<file path="src/rtl/proj_subset_enum.sv">
// rtl/proj_subset_enum.sv - walks every subset of the care mask in ascending order
module proj_subset_enum #(
    parameter int N_IN = 14
) (
    input  logic            clk_i,
    input  logic            rst_ni,
    input  logic            clr_i,
    input  logic            adv_i,
    input  logic [N_IN-1:0] mask_i,
    output logic [N_IN-1:0] nxt_o,
    output logic            last_o
);

    logic [N_IN-1:0] r_q;
    logic [N_IN-1:0] r_d;

    // Forcing non-care bits to 1 lets the carry ripple straight across them.
    always_comb begin
        nxt_o  = ((r_q | ~mask_i) + N_IN'(1)) & mask_i;
        last_o = (nxt_o == '0);
        r_d    = r_q;
        if (clr_i) begin
            r_d = '0;
        end else if (adv_i) begin
            r_d = nxt_o;
        end
    end

    always_ff @(posedge clk_i or negedge rst_ni) begin
        if (!rst_ni) begin
            r_q <= '0;
        end else begin
            r_q <= r_d;
        end
    end

endmodule

</file>
<file path="config.mk">
export PLATFORM = sky130hd
export DESIGN_NAME = proj_subset_enum
export DESIGN_NICKNAME = d
export VERILOG_FILES = /design/src/rtl/proj_subset_enum.sv
export SDC_FILE = /design/constraint.sdc
export NUM_CORES = 1
export LEC_CHECK = 0
export CORE_MARGIN = 2
export CORE_UTILIZATION = 45
export DETAILED_ROUTE_END_ITERATION = 6
export PLACE_DENSITY = 0.78
export SLEW_MARGIN = 5
export SYNTH_ARGS = -nofsm -noshare
export SYNTH_HDL_FRONTEND = slang
export SYNTH_SLANG_ARGS = --single-unit
</file>
<file path="constraint.sdc">
create_clock -name clk_i -period 3.6 [get_ports clk_i]
set_input_delay 0.72 -clock clk_i [delete_from_list [all_inputs] [get_ports clk_i]]
set_output_delay 0.72 -clock clk_i [all_outputs]
set_load 0.005 [all_outputs]
</file>
After elaboration in Yosys (flattened, before gate mapping)

Index checks and enable logic that the tools add are counted.

Word-level logic and storage cells: 9
Flip-flop bits (word level): 14
Output and inout bits: 15
Bits of input ports: 18

Bitwise operators: 3
Reduce and logical (&&, ||, !) cells: 2
Mux-type cells: 2
Add/sub/neg operators: 1

Operator list:

| operator              | count |
|---|---|
| $mux 14               | 2 |
| $add 14x1->14 const B | 1 |
| $and 14x14->14        | 1 |
| $logic_not 14->1      | 1 |
| $not 14->14           | 1 |
| $or 14x14->14         | 1 |
| $reduce_bool 2->1     | 1 |

Longest topological paths before layout

Depth after elaboration: 6
Depth in mapped cells: 8
Mapped depth without buffers: 8

Least setup slack after synthesis

OpenSTA, ideal clock, no wires.

Kind: input to output
From: input mask_i[0]
To: output last_o
Cell stages on the path: 8
Setup slack: 0.386 ns
Data arrival time: 2.494 ns
Path buffers: 0
Required time: 2.880 ns
Cell sequence: nor2b_1 inv_1 ha_1 xor2_1 and2_1 or3_1 a2111oi_0 and4b_1

Longest elaborated chain between the ends: 5

Ends and longest elaborated chain:

| what             | line | RTL |
|---|---|---|
| from (decl)      | 9    | `input logic [N_IN-1:0] mask_i,` |
| $not 14->14      | 19   | `nxt_o = ((r_q \| ~mask_i) + N_IN'(1)) & mask_i;` |
| $or 14x14->14    | 19   |  |
| $add 14x1->14    | 19   |  |
| $and 14x14->14   | 19   |  |
| net nxt_o[2]     | 10   | `output logic [N_IN-1:0] nxt_o,` |
| $logic_not 14->1 | 20   | `last_o = (nxt_o == '0);` |
| to (decl)        | 11   | `output logic last_o` |

The timed path passes the listed nets, and every way through them passes these cells.

Final worst setup path

From: input mask_i[7]
To: output last_o

Longest elaborated chain between the ends: 5

Ends and longest elaborated chain:

| what                 | line |
|---|---|
| $not 14->14          | 19 |
| $or 14x14->14        | 19 |
| $add 14x1->14        | 19 |
| $and 14x14->14 (*)   | 19 |
| $logic_not 14->1 (*) | 20 |

Mark *: on every way between the ends. The rest lies on a longest branch, timed or not.

==> metrics.txt <==
status=finished clean; GP Congestion=0.845; top cell type's share of synthesized area=33.8%; Yosys top cell by area=dfrtp_1; clock net sink count=14; gr ovfl total=0; nets=207; Crit Path Category=input pin to output pin; Worst R2R Setup Slack=1480 ps; first-pass GRT wire length=5410 um; Slew Limit Headroom=42.2%; Worst R2R Path Depth=12; grt met2 use=47.9%; Max Fclk=279 MHz; CP Max Fanout=2; Largest register FFs=14; Worst-path clk slew=90 ps; Global Route met1 Usage=34.9%; Filler cells=126; initial antenna violation count=0; register area share after synthesis=33.8%; Die X=52.0 um; n_diodes=0; Starting Density=47.3%; min-delay src=r_q[1]; number of maximum-capacitance violations=0; Clock Skew=0.842 ps; vias per std cell=5.52; top flop regs=r_q (14); TNS Setup=0 ps; Most flops, register=r_q; leading cell type by number of instances after synthesis=mux2i_1; Cell variety after synth=36; TritonCTS clock tree=built; Die H=52.0 um; worst vdd ir=183 uV; Arr. time, crit path=2860 ps; Pwr Density=222 nW/um^2; most used cell, CP=buf_4; Clock Tree Buf Depth=2; Avg Inst Size Synth=8.93 um^2; type of the tightest min-delay check=register to register; GRT Util Overall=27.2%; worst-path cell chain=clkdlybuf4s50_1 > nor2b_2 > nor4b_4 > buf_4 > nand4_1 > mux2i_2 > buf_4 > nor4_4 > and4b_1 > buf_2; ys flop type=dfrtp_1; TritonCTS Buffers=3; asr flop ratio synth=100%; final setup fails=0; Pleak=0.890 nW; min cycle time layout=3580 ps; Most Used Layer, Global Route=met2; Final Max Slew Viols=0; largest cells by area after synthesis=dfrtp_1 34%, mux2i_1 17%, nand2b_1 5.4%, nand2_1 4.7%, nor2_1 4.7%; num rows=17; Worst EP required=2880 ps; hold worst-path end=r_q[1]; via count=1186; Mapped Cells=116; Final HPWL DP=2280 um; Final Cell Area=1830 um^2; reg2reg start=r_q[1]; Worst Setup End Kind=output pin; CTS Root Cell=clkbuf_4; H-tree level count=1; M3 GR Usage=2.59%; Syn. warnings=0; hold buffers post-CTS=0; Slew @ Worst Pin=865 ps; layout cells sized above 1=35.8%; CP top delay family=simple AND/OR/NAND/NOR gates; WL/cell=17.1 um; Placed Instance Area=1610 um^2; drt total wl=3680 um; IO buf count=32; Buf/Inv on CP=4; vias in the first global route=1195; dpl cells=204; Iter 0 DRT Violations=30; CP max-delay cell=clkdlybuf4s50_1; Post-Syn Area=1040 um^2; Routed Antenna Nets=0; Fin. Hold Viols=0; top post-synthesis cells by count=18 x mux2i_1, 14 x dfrtp_1, 13 x nand2_1, 13 x nor2_1, 9 x nand2b_1; fin crit share=99.5%; RSZ-0062 raised after global routing=yes; largest net degree at the start of global routing=17; clk_lat worst skew=290 ps; Post-synth EDFFs=0; layout overhead on the synthesized area=76.4%; CP max stage delay=420 ps; total core area=2190 um^2; first drt pass iteration count=4; Syn Nets=135; hold path cells=2; final std cells w/o fill=215; #FFs+latches synth=14; Ports=33; # DRC=0; die area=2700 um^2; r2r endpoint=r_q[12]; Worst Setup Start Kind=input pin
==> kinds of logic (layout without fill, tap and decap cells) <==
logic type / Yosys count / count (layout) / share of synthesized area [%]
compound gates: 10 / 10 / 7.25
xor+xnor: 3 / 3 / 2.54
fa+ha+maj: 1 / 1 / 1.21
buf+inv: 6 / 77 / 2.17
flops: 14 / 14 / 33.8
mux: 19 / 19 / 18.5
simple gates: 63 / 63 / 34.5
==> power breakdown <==
group | internal (mW) | total (mW) | switching, mW
clock | 0.0617 | 0.121 | 0.0594
combinational | 0.0684 | 0.122 | 0.0540
sequential | 0.160 | 0.162 | 0.00230
==> metal layers <==
layer | up-vias | wire, um
li1 | 552 | -
met1 | 593 | 1530
met2 | 32 | 1970
met3 | 9 | 108
met4 | 0 | 68
met5 | - | 0
==> final cells by class <==
cell class	count	area (um^2)	share of cell area (%)
multi-input combinational	96	788	43.1
timing repair buffer	70	607	33.2
sequential	14	350	19.2
clock buffer	4	36.3	1.98
tap	28	35.0	1.92
inverter	3	11.3	0.616
==> layout by cell type (no fill, tap or decap), drive strengths merged, types with 2 or more instances in the layout <==
master         instances
a21oi                  3
and2                   5
buf                   39
clkbuf                 4
clkdlybuf4s50         26
dfrtp                 14
dlygate4sd2            3
inv                    3
mux2i                 18
nand2                 14
nand2b                 9
nand3                  2
nand4                  2
nor2                  13
nor2b                  5
nor3                   2
nor4                   2
or2b                   2
xor2                   2
==> worst max-delay path by stage <==
stage	startpoint	depth (start not counted)	to	slack, ps
after floorplan	mask_i[0]	8	last_o	390
after global placement	mask_i[0]	10	last_o	-500
after detailed placement	mask_i[0]	10	last_o	-660
after CTS	mask_i[3]	8	nxt_o[5]	10
after global routing	mask_i[7]	10	last_o	-80
final	mask_i[7]	10	last_o	20
==> what timing repair did <==
| item | 4_1_cts | 5_1_grt |
|---|---|---|
| resized for setup | 27 | 12 |
| endpoints found under the setup margin | 7 | 7 |
| pin swaps | 7 | 4 |
| hold endpoints to repair | 0 | 0 |
| buffers inserted | 3 | 4 |
==> per-stage QoR <==
step | setup WS [ps] | util, % | hold slack [ps] | power [mW]
after CTS | 12.7 | 79.4 | 539 | 0.400
final | 16.9 | 83.4 | 532 | 0.405
after floorplan | 386 | - | 424 | 0.205
after detailed placement | -663 | 73.6 | 516 | 0.269
after global routing | -83.4 | 83.4 | 597 | 0.422
after global placement | -497 | 73.6 | 501 | 0.266
==> worst min-delay path, cell delays in order (launching register included) <==
cell and delay, ps:
dfrtp_1 350, mux2i_1 70, nor2_1 80
Note: power is estimated with default switching activity, not from simulation.
